==> src/rtl/master_reset_decoder_pkg.sv <==
// Shared definitions for the master reset decoder: one-hot state encoding,
// default thresholds and a small saturating-increment helper.
package master_reset_decoder_pkg;

  localparam int IDLE_BIT = 0;
  localparam int MEAS_BIT = 1;
  localparam int SRST_BIT = 2;
  localparam int LRST_BIT = 3;

  typedef enum logic [3:0] {
    ST_IDLE = 4'b0001 << IDLE_BIT,
    ST_MEAS = 4'b0001 << MEAS_BIT,
    ST_SRST = 4'b0001 << SRST_BIT,
    ST_LRST = 4'b0001 << LRST_BIT
  } decState_e;

  localparam int DEF_SYNC_STAGES = 2;
  localparam int DEF_CNT_W       = 8;
  localparam int DEF_MIN_LEN     = 2;
  localparam int DEF_SHORT_MAX   = 4;
  localparam int DEF_STUCK_LEN   = 255;
  localparam int DEF_OUT_LEN     = 1;

  function automatic logic [7:0] satInc8(input logic [7:0] v);
    return (v == 8'hFF) ? v : v + 8'd1;
  endfunction

endpackage

==> src/rtl/master_reset_decoder_sync_bit.sv <==
// Multi-flop synchroniser for a single asynchronous input bit, cleared to 0 on reset.
module sync_bit
  import master_reset_decoder_pkg::*;
#(
  parameter int STAGES = DEF_SYNC_STAGES
) (
  input  logic clk,
  input  logic rst,
  input  logic d_i,
  output logic q_o
);

  logic [STAGES-1:0] chain_q;

  always_ff @(posedge clk) begin
    if (rst) chain_q <= '0;
    else     chain_q <= {chain_q[STAGES-2:0], d_i};
  end

  assign q_o = chain_q[STAGES-1];

endmodule

==> src/rtl/master_reset_decoder.sv <==
// Decodes pulse-width-encoded reset commands from the master into short/long
// reset pulses, with glitch counting and stuck-high detection.
module master_reset_decoder
  import master_reset_decoder_pkg::*;
#(
  parameter int SYNC_STAGES = DEF_SYNC_STAGES,
  parameter int CNT_W       = DEF_CNT_W,
  parameter int MIN_LEN     = DEF_MIN_LEN,
  parameter int SHORT_MAX   = DEF_SHORT_MAX,
  parameter int STUCK_LEN   = DEF_STUCK_LEN,
  parameter int OUT_LEN     = DEF_OUT_LEN
) (
  input  logic             clk,
  input  logic             rst,
  input  logic             rst_from_master,
  output logic             short_reset,
  output logic             long_reset,
  output logic             stuck_err,
  output logic [CNT_W-1:0] last_len,
  output logic [7:0]       glitch_cnt
);

  localparam int OW = $clog2(OUT_LEN + 1);
  localparam int FW = $clog2(SYNC_STAGES + 1);
  localparam logic [CNT_W-1:0] LEN_MIN   = CNT_W'(MIN_LEN);
  localparam logic [CNT_W-1:0] LEN_SHORT = CNT_W'(SHORT_MAX);
  localparam logic [CNT_W-1:0] LEN_STUCK = CNT_W'(STUCK_LEN);
  localparam logic [OW-1:0]    OUT_W     = OW'(OUT_LEN);
  localparam logic [FW-1:0]    FILL_FULL = FW'(SYNC_STAGES);

  logic             lineSync;
  logic             lineDly_q;
  logic [FW-1:0]    fill_q;
  logic             armed_q;
  logic             rise;
  decState_e        state_q, state_d;
  logic [CNT_W-1:0] len_q, len_d;
  logic [OW-1:0]    outCnt_q, outCnt_d;
  logic             short_q, short_d;
  logic             long_q, long_d;
  logic             stuck_q, stuck_d;
  logic [CNT_W-1:0] lastLen_q, lastLen_d;
  logic [7:0]       glitch_q, glitch_d;

  sync_bit #(.STAGES(SYNC_STAGES)) u_sync (
    .clk (clk),
    .rst (rst),
    .d_i (rst_from_master),
    .q_o (lineSync)
  );

  // A line still high across a reset must not look like a fresh edge once the
  // cleared chain refills, so edges count only after a genuine low is seen.
  assign rise = lineSync & ~lineDly_q & armed_q;

  always_ff @(posedge clk) begin
    if (rst) begin
      lineDly_q <= 1'b0;
      fill_q    <= '0;
      armed_q   <= 1'b0;
      state_q   <= ST_IDLE;
      len_q     <= '0;
      outCnt_q  <= '0;
      short_q   <= 1'b0;
      long_q    <= 1'b0;
      stuck_q   <= 1'b0;
      lastLen_q <= '0;
      glitch_q  <= '0;
    end else begin
      lineDly_q <= lineSync;
      if (fill_q != FILL_FULL) fill_q <= fill_q + 1'b1;
      if (fill_q == FILL_FULL && !lineSync) armed_q <= 1'b1;
      state_q   <= state_d;
      len_q     <= len_d;
      outCnt_q  <= outCnt_d;
      short_q   <= short_d;
      long_q    <= long_d;
      stuck_q   <= stuck_d;
      lastLen_q <= lastLen_d;
      glitch_q  <= glitch_d;
    end
  end

  always_comb begin
    state_d   = state_q;
    len_d     = len_q;
    outCnt_d  = outCnt_q;
    short_d   = 1'b0;
    long_d    = 1'b0;
    stuck_d   = stuck_q;
    lastLen_d = lastLen_q;
    glitch_d  = glitch_q;
    unique case (state_q)
      ST_IDLE: begin
        if (rise) begin
          state_d = ST_MEAS;
          len_d   = CNT_W'(1);
        end
      end
      ST_MEAS: begin
        if (lineSync) begin
          if (len_q != LEN_STUCK) len_d = len_q + 1'b1;
          if (len_d == LEN_STUCK) stuck_d = 1'b1;
        end else begin
          lastLen_d = len_q;
          if (stuck_q) begin
            state_d = ST_IDLE;
            stuck_d = 1'b0;
          end else if (len_q < LEN_MIN) begin
            state_d  = ST_IDLE;
            glitch_d = satInc8(glitch_q);
          end else if (len_q <= LEN_SHORT) begin
            state_d  = ST_SRST;
            short_d  = 1'b1;
            outCnt_d = OW'(1);
          end else begin
            state_d  = ST_LRST;
            long_d   = 1'b1;
            outCnt_d = OW'(1);
          end
        end
      end
      ST_SRST: begin
        if (outCnt_q >= OUT_W) begin
          state_d = ST_IDLE;
        end else begin
          outCnt_d = outCnt_q + 1'b1;
          short_d  = 1'b1;
        end
      end
      ST_LRST: begin
        if (outCnt_q >= OUT_W) begin
          state_d = ST_IDLE;
        end else begin
          outCnt_d = outCnt_q + 1'b1;
          long_d   = 1'b1;
        end
      end
      default: state_d = ST_IDLE;
    endcase
  end

  assign short_reset = short_q;
  assign long_reset  = long_q;
  assign stuck_err   = stuck_q;
  assign last_len    = lastLen_q;
  assign glitch_cnt  = glitch_q;

endmodule

==> config.mk <==
export PLATFORM = sky130hd
export DESIGN_NAME = master_reset_decoder
export DESIGN_NICKNAME = d
export VERILOG_FILES = /design/src/rtl/master_reset_decoder_pkg.sv /design/src/rtl/master_reset_decoder_sync_bit.sv /design/src/rtl/master_reset_decoder.sv
export SDC_FILE = /design/constraint.sdc
export NUM_CORES = 1
export LEC_CHECK = 0
export ABC_AREA = 1
export CORE_ASPECT_RATIO = 0.6
export CORE_MARGIN = 4
export CORE_UTILIZATION = 30
export CTS_BUF_LIST = sky130_fd_sc_hd__clkbuf_2 sky130_fd_sc_hd__clkbuf_4 sky130_fd_sc_hd__clkbuf_8
export DETAILED_ROUTE_END_ITERATION = 12
export HOLD_SLACK_MARGIN = 0.15
export SLEW_MARGIN = 5
export SYNTH_ARGS = -nofsm -noshare
export SYNTH_HDL_FRONTEND = slang
export SYNTH_HIERARCHICAL = 1
export SYNTH_SLANG_ARGS = --single-unit
==> constraint.sdc <==
create_clock -name clk -period 1.5 [get_ports clk]
set_clock_uncertainty 0.15 [all_clocks]
set_input_delay 0.15 -clock clk [delete_from_list [all_inputs] [get_ports clk]]
set_output_delay 0.15 -clock clk [all_outputs]
set_load 0.1 [all_outputs]
==> impl_metrics.yaml, run 1 <==
route:
  drc: 0
  first_pass_iters: 4
  antenna_left: 0
  drtIter0Drc: 90
  drt-wirelength-per-cell_um: 12.7
  via_per_inst: 4.75
  vias: 1810
  drt-total-wl_um: 4850
placed_design:
  pre_cts_slack_ns: -0.0883
  placed_area_mm2: 0.00258
  place_hpwl_um: 3430
  io_buffers: 21
  gp_congestion: 0.965
synth:
  async_reset_ff_share_pct: 0
  synth_flop_cell: "dfxtp_1"
  syn_nets: 249
  syn-instance-count: 243
  syn_avg_cell_area_um2: 7.63
  synth_xor_area_share_pct: 4.72
  synth-compound-area-share_pct: 15.4
  synthMuxAreaShare_pct: 0
  synth_warnings: 6
  ys_seq_elements: 38
  synth_fa_ha_area_share_pct: 2.02
  synth_cell_types: 29
  synth-simple-area-share_pct: 30.5
  synth_top_family_by_area: "simple AND/OR/NAND/NOR gates"
  synth_seq_area_share_pct: 41.0
  netlist_area_mm2: 0.00185
  synth_edf_count: 0
sta:
  hold-worst-slack_ns: 0.213
  min_period_ns: 1.57
  period_share_pct: 104
  maxSlewViolCount: 0
  rsz0062_at_grt: "yes"
  setup_viol: 12
  maxSlewHeadroom_pct: 75.0
  fmax_ghz: 0.639
  worstMarginPinSlew_ns: 0.375
  hold_viol_final: 0
  setup_ws_ns: -0.0659
cts:
  cts_max_level: 2
  clk_latency_ns: 0.30
  cts_buffer_depth: 2
  clockRootBuffer: "clkbuf_8"
  cts_inserted_buffers: 5
  tritoncts: "built"
  path_clk_slew_ns: 0.08
  holdBufCountCts: 0
  clock-sinks: 38
final_layout:
  diodes: 0
  final_cell_mix: "42 x nand2_1, 26 x buf_4, 23 x a21oi_1"
  drive_above_1_share_pct: 43.2
  fin_util_pct: 51.3
  fin_nets: 306
  layout_commonest_cell: "nand2_1"
  syn_to_final_growth_pct: 59.8
  stdcell_area_mm2: 0.00296
grt:
  grt_pass1_wl_um: 7760
  use_met1_pct: 19.3
  groute.usage.overall_pct: 13.6
  grt_max_degree: 17
  antenna_found_initial: 0
  use_met3_pct: 4.56
  grt_pass1_vias: 1636
  gr-usage-met2_pct: 18.5
  busiest_layer: "met1"
  overflow: 0
worst_setup_path:
  crit_arrival_ns: 1.65
  critical_path_class: "flop to flop"
  timing.critical_path.buf_inv: 1
  worstSetupEndpointType: "flop"
  cp.required_ns: 1.58
  critical-path-max-stage-delay_ns: 0.36
  slowest_stage: "dfxtp_4"
  path_max_fanout: 3
  cp-start-kind: "flop"
  cp_top_family: "flip-flops"
  crit_chain: "ha_4 > buf_4 > xnor2_1 > a21oi_4 > nand3_1 > nor2_1 > nand2_1 > a21oi_2"
floorplanning:
  rows: 21
  die_h_um: 68.9
  io_pins: 22
  die_w_um: 109
  core_area_mm2: 0.00578
  dieArea_mm2: 0.00754
  start_util_pct: 32.1
hold_path:
  hold_class: "input pin to flop"
power:
  leakage_nw: 1.18
  vdd_drop_max_mv: 0.545
  p_total_mw: 2.81
  powerDensity_mw_per_mm2: 948
run:
  maxCapViolCount: 0
run_status:
  status: "finished with violations"
  violations: "negative setup slack"
==> synth_stat cells (4+ instances only) <==
cell	number	area, µm²
nand2_1	44	165
nor2_4	6	67.6
xor2_1	6	52.6
nand3_1	21	105
clkbuf_1	4	15.0
nor2_1	24	90.1
dfxtp_1	38	761
inv_1	18	67.6
o21ai_0	15	75.1
xnor2_1	4	35.0
inv_2	5	18.8
a21oi_1	28	140
==> sequential cells by signal, summed over array words and instances, names as in the netlist <==
signal	cells
u_sync/chain_q	2
outCnt_q	1
long_reset	1
short_reset	1
fill_q	2
glitch_cnt	8
armed_q	1
state_q	4
last_len	8
stuck_err	1
lineDly_q	1
len_q	8
==> report_power, final <==
part           total [mW]  internal, mW  switching (mW)  leakage [nW]
Sequential           1.13          1.07          0.0651         0.319
Combinational       0.803         0.349           0.454         0.800
Clock               0.874         0.490           0.384        0.0579
==> worst min-delay path: stages <==
cell	delay, ns
clkdlybuf4s50_1	0.39
inv_1	0.05
nor2_1	0.03
==> layer usage <==
metal	up-vias	wire, µm
met5	-	0
met3	12	258
met4	0	74
li1	916	-
met2	45	2040
met1	837	2480
==> cell families (layout without fill, tap and decap cells) <==
group,after synthesis,after routing
and+or+nand+nor,112,114
AOI/OAI and AO/OA,51,51
DFF,38,38
buffers and inverters,29,85
xor gates and xnor gates,10,10
adders and majority gates,3,3
==> area by class of cell <==
type                    instances  area [µm²]
clock inverters                 3        40.0
fillers                       550        2820
clock buffers                   5        68.8
repair buffers                 54         692
multi-input cells             178        1170
inverters                      23        88.8
flip-flops and latches         38         807
well taps                      80         100
==> what timing repair did <==
item	4_1_cts	5_1_grt
endpoints found under the hold margin	0	0
setup endpoints to repair	22	27
gates cloned	2	0
pin swaps	13	12
buffers inserted	4	4
gates resized for setup	14	38
==> worst paths after layout <==
check,from,to,slack [ns],cells past startpoint
worst max-delay path,len_q[1],stuck_err,-0.07,8
worst min-delay path,rst_from_master,u_sync/chain_q[0],0.21,3
worst max register to register,len_q[1],stuck_err,-0.07,8
worst min register to register,u_sync/chain_q[0],u_sync/chain_q[1],0.26,2
==> metrics by stage <==
| stage | TNS [ns] | cells |
|---|---|---|
| detailed placement | -0.238 | 363 |
| global placement | -0.0326 | 363 |
| global route | -2.00 | 381 |
| CTS | -0.206 | 377 |
| finish | -0.224 | 381 |
| floorplan | -0.445 | 243 |
Power figures use the tool's default switching activity.
==> inputs of run 2 (changes only) <==
==> constraint.sdc (replaced) <==
create_clock -name clk -period 1.45 [get_ports clk]
set_clock_uncertainty 0.15 [all_clocks]
set_input_delay 0.145 -clock clk [delete_from_list [all_inputs] [get_ports clk]]
set_output_delay 0.145 -clock clk [all_outputs]
set_load 0.1 [all_outputs]
==> impl_metrics.yaml, run 2 (same netlist as run 1, synthesis figures left out) <==
placed_design:
  io_buffers: 21
  gp_congestion: 0.940
  placed_cells: 370
  pre_cts_slack_ns: -0.154
  place_hpwl_um: 3450
worst_setup_path:
  slowest_stage: "dfxtp_4"
  cp.required_ns: 1.53
  worstSetupEndpointType: "flop"
  critical_path_class: "flop to flop"
  path_max_fanout: 5
  crit_chain: "ha_4 > nand2_4 > nor2_4 > nand2_4 > a21oi_4 > nand3_1 > nor2_1 > nand2_1 > a21oi_2"
  crit_arrival_ns: 1.64
  critical-path-max-stage-delay_ns: 0.38
  cp-start-kind: "flop"
  crit_top_cell: "nand2_4"
cts:
  cts_max_level: 2
  holdBufCountCts: 0
  cts_buffer_depth: 2
  cts_inserted_buffers: 5
  clock-sinks: 38
  path_clk_slew_ns: 0.08
  clockRootBuffer: "clkbuf_8"
  tritoncts: "built"
  clk_latency_ns: 0.29
run:
  maxCapViolCount: 0
final_layout:
  drive_above_1_share_pct: 58.0
  diodes: 0
  fin_util_pct: 54.5
  final_cell_mix: "38 x buf_4, 33 x nand2_1, 20 x buf_12"
  syn_to_final_growth_pct: 69.8
  fin_nets: 317
  finalNonFillerCells: 392
  layout_commonest_cell: "buf_4"
  fill_cells: 519
power:
  p_comb_share_pct: 30.5
  p_int_mw: 1.88
  power_switching_mw: 0.875
  powerDensity_mw_per_mm2: 875
  vdd_drop_max_mv: 0.555
  seqPwrFrac_pct: 42.1
  leakage_nw: 1.24
  swShare_pct: 31.7
  p_clk_share_pct: 27.4
grt:
  overflow: 0
  groute.usage.overall_pct: 14.0
  grt_max_degree: 19
  grt_pass1_wl_um: 8050
  antenna_found_initial: 0
  grt_pass1_vias: 1649
route:
  antenna_left: 0
  drt-total-wl_um: 5160
  via_per_inst: 4.67
  drt-wirelength-per-cell_um: 13.2
  drtIter0Drc: 72
  vias: 1829
  first_pass_iters: 4
  drc: 0
run_status:
  violations: "negative setup slack"
  status: "finished with violations"
sta:
  fmax_ghz: 0.640
  worstMarginPinSlew_ns: 0.424
  setup_ws_ns: -0.112
  hold_viol_final: 0
  maxSlewHeadroom_pct: 71.7
  setup_viol: 16
  min_period_ns: 1.56
  period_share_pct: 108
  rsz0062_at_grt: "yes"
  hold-worst-slack_ns: 0.220
  maxSlewViolCount: 0
floorplanning:
  dieArea_mm2: 0.00754
  core_area_mm2: 0.00578
  start_util_pct: 32.1
  io_pins: 22
  die_w_um: 109
  die_h_um: 68.9
  rows: 21
hold_path:
  hold_class: "input pin to flop"
[run 2: path summary, 6_finish.rpt]
path	startpoint	endpoint	slack, ns	depth (start not counted)
hold / removal	rst_from_master	u_sync/chain_q[0]	0.22	3
hold reg to reg	u_sync/chain_q[0]	u_sync/chain_q[1]	0.26	2
setup / recovery	len_q[1]	stuck_err	-0.11	9
setup reg to reg	len_q[1]	stuck_err	-0.11	9
[run 2: cell type report]
cell class / instances / area, µm² / share of cell area (%)
multi-input cells: 177 / 1270 / 40.4
flip-flops and latches: 38 / 823 / 26.1
repair buffers: 66 / 773 / 24.6
well taps: 80 / 100 / 3.18
clock buffers: 8 / 91.3 / 2.90
inverters: 23 / 88.8 / 2.82
[run 2: worst max-delay path: cells and delay by family, from the launching register on]
family          cells  cell delay, ns
flops               1            0.38
compound gates      2            0.25
fa+ha+maj           1            0.14
simple gates        6            0.59
[run 2: timing repair]
| item | in CTS | in global routing |
|---|---|---|
| setup endpoints to repair | 25 | 31 |
| pin swaps | 16 | 21 |
| hold endpoints to repair | 0 | 0 |
| gates resized for setup | 32 | 61 |
| gates cloned | 1 | 1 |
| buffers inserted | 7 | 5 |
[run 2: power by group through the flow]
stage | combinational (mW) | clock [mW] | sequential [mW]
after floorplan | 0.316 | 0 | 1.23
after global placement | 0.626 | 0 | 1.18
after detailed placement | 0.633 | 0 | 1.18
after CTS | 0.713 | 0.784 | 1.15
after global routing | 0.917 | 0.833 | 1.17
final | 0.840 | 0.755 | 1.16
[run 2: metrics by stage]
stage | instance area (µm²) | TNS, ns | total power, mW
floorplan | 1930 | -0.861 | 1.55
detailed placement | 2640 | -1.36 | 1.81
global placement | 2640 | -0.591 | 1.80
CTS | 2920 | -0.328 | 2.65
finish | 3150 | -0.589 | 2.76
global route | 3150 | -2.82 | 2.93
[run 2: layer usage]
layer / vias up / part of all wire, % / global-route usage (%)
met2: 28 / 45 / 20.8
met5: - / 0 / 0
li1: 927 / - / -
met3: 7 / 3.9 / 3.44
met1: 867 / 50 / 20.1
met4: 0 / 1.1 / 4.20
==> inputs of run 3 (changes only) <==
--- a/config.mk
+++ b/config.mk
@@ -12,6 +12,7 @@
 export CTS_BUF_LIST = sky130_fd_sc_hd__clkbuf_2 sky130_fd_sc_hd__clkbuf_4 sky130_fd_sc_hd__clkbuf_8
 export DETAILED_ROUTE_END_ITERATION = 12
 export HOLD_SLACK_MARGIN = 0.15
+export PLACE_DENSITY = 0.53
 export SLEW_MARGIN = 5
 export SYNTH_ARGS = -nofsm -noshare
 export SYNTH_HDL_FRONTEND = slang
==> impl_metrics.yaml, run 3 (same netlist as run 1, synthesis figures left out) <==
run_status:
  status: "finished with violations"
  violations: "negative setup slack"
floorplanning:
  die_h_um: 68.9
  rows: 21
  io_pins: 22
  start_util_pct: 32.1
  dieArea_mm2: 0.00754
  die_w_um: 109
  core_area_mm2: 0.00578
sta:
  maxSlewViolCount: 0
  hold_viol_final: 0
  worstMarginPinSlew_ns: 0.380
  period_share_pct: 107
  setup_viol: 8
  setup_ws_ns: -0.0957
  maxSlewHeadroom_pct: 74.7
  rsz0062_at_grt: "yes"
  min_period_ns: 1.55
  fmax_ghz: 0.647
worst_setup_path:
  crit_chain: "ha_4 > buf_4 > xnor2_1 > a21oi_4 > buf_4 > nand3_1 > a21oi_2"
  crit_top_cell: "buf_4"
  cp.required_ns: 1.48
  critical_path_class: "flop to flop"
  crit_arrival_ns: 1.57
  crit_path_start: "len_q[1]"
  slowest_stage: "dfxtp_4"
  critical-path-max-stage-delay_ns: 0.37
  cp-start-kind: "flop"
  worstSetupEndpointType: "flop"
  path_max_fanout: 4
  r2r-start: "len_q[1]"
route:
  vias: 1812
  antenna_left: 0
  via_per_inst: 4.62
  drc: 0
  drtIter0Drc: 72
  first_pass_iters: 4
  drt-total-wl_um: 5000
  drt-wirelength-per-cell_um: 12.8
final_layout:
  finalNonFillerCells: 392
  fin_nets: 317
  syn_to_final_growth_pct: 65.9
  layout_commonest_cell: "buf_4"
  fill_cells: 536
  final_cell_mix: "37 x buf_4, 33 x nand2_1, 22 x nor2_1"
  drive_above_1_share_pct: 52.2
  diodes: 0
placed_design:
  gp_congestion: 0.864
  placed_cells: 377
  io_buffers: 21
  place_hpwl_um: 3550
cts:
  clockRootBuffer: "clkbuf_8"
  cts_inserted_buffers: 5
  cts_max_level: 2
  tritoncts: "built"
  clk_latency_ns: 0.29
  holdBufCountCts: 0
  clock-sinks: 38
  cts_buffer_depth: 2
  path_clk_slew_ns: 0.07
power:
  leakage_nw: 1.22
  vdd_drop_max_mv: 0.696
  powerDensity_mw_per_mm2: 902
  p_total_mw: 2.78
run:
  maxCapViolCount: 0
grt:
  groute.usage.overall_pct: 14.0
  antenna_found_initial: 0
  grt_max_degree: 18
  grt_pass1_wl_um: 7990
  grt_pass1_vias: 1658
  overflow: 0
hold_path:
  hold_class: "input pin to flop"
  hold_start: "rst_from_master"
run 3: cell types whose count changed in the layout (fill, tap and decap cells not counted), sizes merged:
cell    before  now
nand2       50   51
clkbuf       8    7
buf         64   63
clkinv       0    1
run 3: layer usage:
metal	GRT usage [%]	part of all wire, %	vias to the layer above
met1	21.0	53	830
met4	5.13	1.5	0
met2	18.8	41	37
met3	3.53	5.1	10
li1	-	-	935
met5	0	0	-
run 3: cell type report:
class / instances / area, µm² / share of cell area (%)
Multi-Input combinational cell: 178 / 1230 / 39.9
Sequential cell: 38 / 817 / 26.6
Timing Repair Buffer: 65 / 751 / 24.4
Tap cell: 80 / 100 / 3.25
Clock buffer: 7 / 90.1 / 2.93
Inverter: 23 / 86.3 / 2.81
Clock inverter: 1 / 5.00 / 0.163
run 3: metrics by stage:
step                util [%]  worst slack [ns]  cell area, µm²  hold slack [ns]  setup TNS [ns]
global placement        46.6           -0.0812            2690            0.246          -0.468
floorplan                  -            -0.192            1930           0.0662          -0.861
global route            53.2            -0.205            3080            0.229           -1.73
CTS                     49.4           -0.0811            2860            0.221          -0.174
finish                  53.2           -0.0957            3080            0.233          -0.276
detailed placement      46.6            -0.127            2690            0.249          -0.581
run 3: power by group:
| part | leakage, nW | internal (mW) | switching [mW] |
|---|---|---|---|
| clock network | 0.0517 | 0.402 | 0.368 |
| logic | 0.848 | 0.353 | 0.481 |
| registers | 0.322 | 1.11 | 0.0587 |
run 3: what timing repair did:
item	in CTS	in global routing
setup buffers	1	3
pin swaps	9	15
resized for setup	13	52
endpoints found under the setup margin	22	30
gates cloned	2	1
run 3: path summary, 6_finish.rpt:
check                           slack (ns)                 to  depth (start not counted)
worst max register to register        -0.1           len_q[2]                          7
worst min-delay path                  0.23  u_sync/chain_q[0]                          3
worst max-delay path                  -0.1           len_q[2]                          7
worst min register to register        0.25  u_sync/chain_q[1]                          2
run 3: critical path, delay by kind of cell (launching register included):
family | cells | cell delay (ns)
flops | 1 | 0.37
buf+inv | 2 | 0.27
xor+xnor | 1 | 0.25
fa+ha+maj | 1 | 0.17
compound gates | 2 | 0.15
simple gates | 1 | 0.08
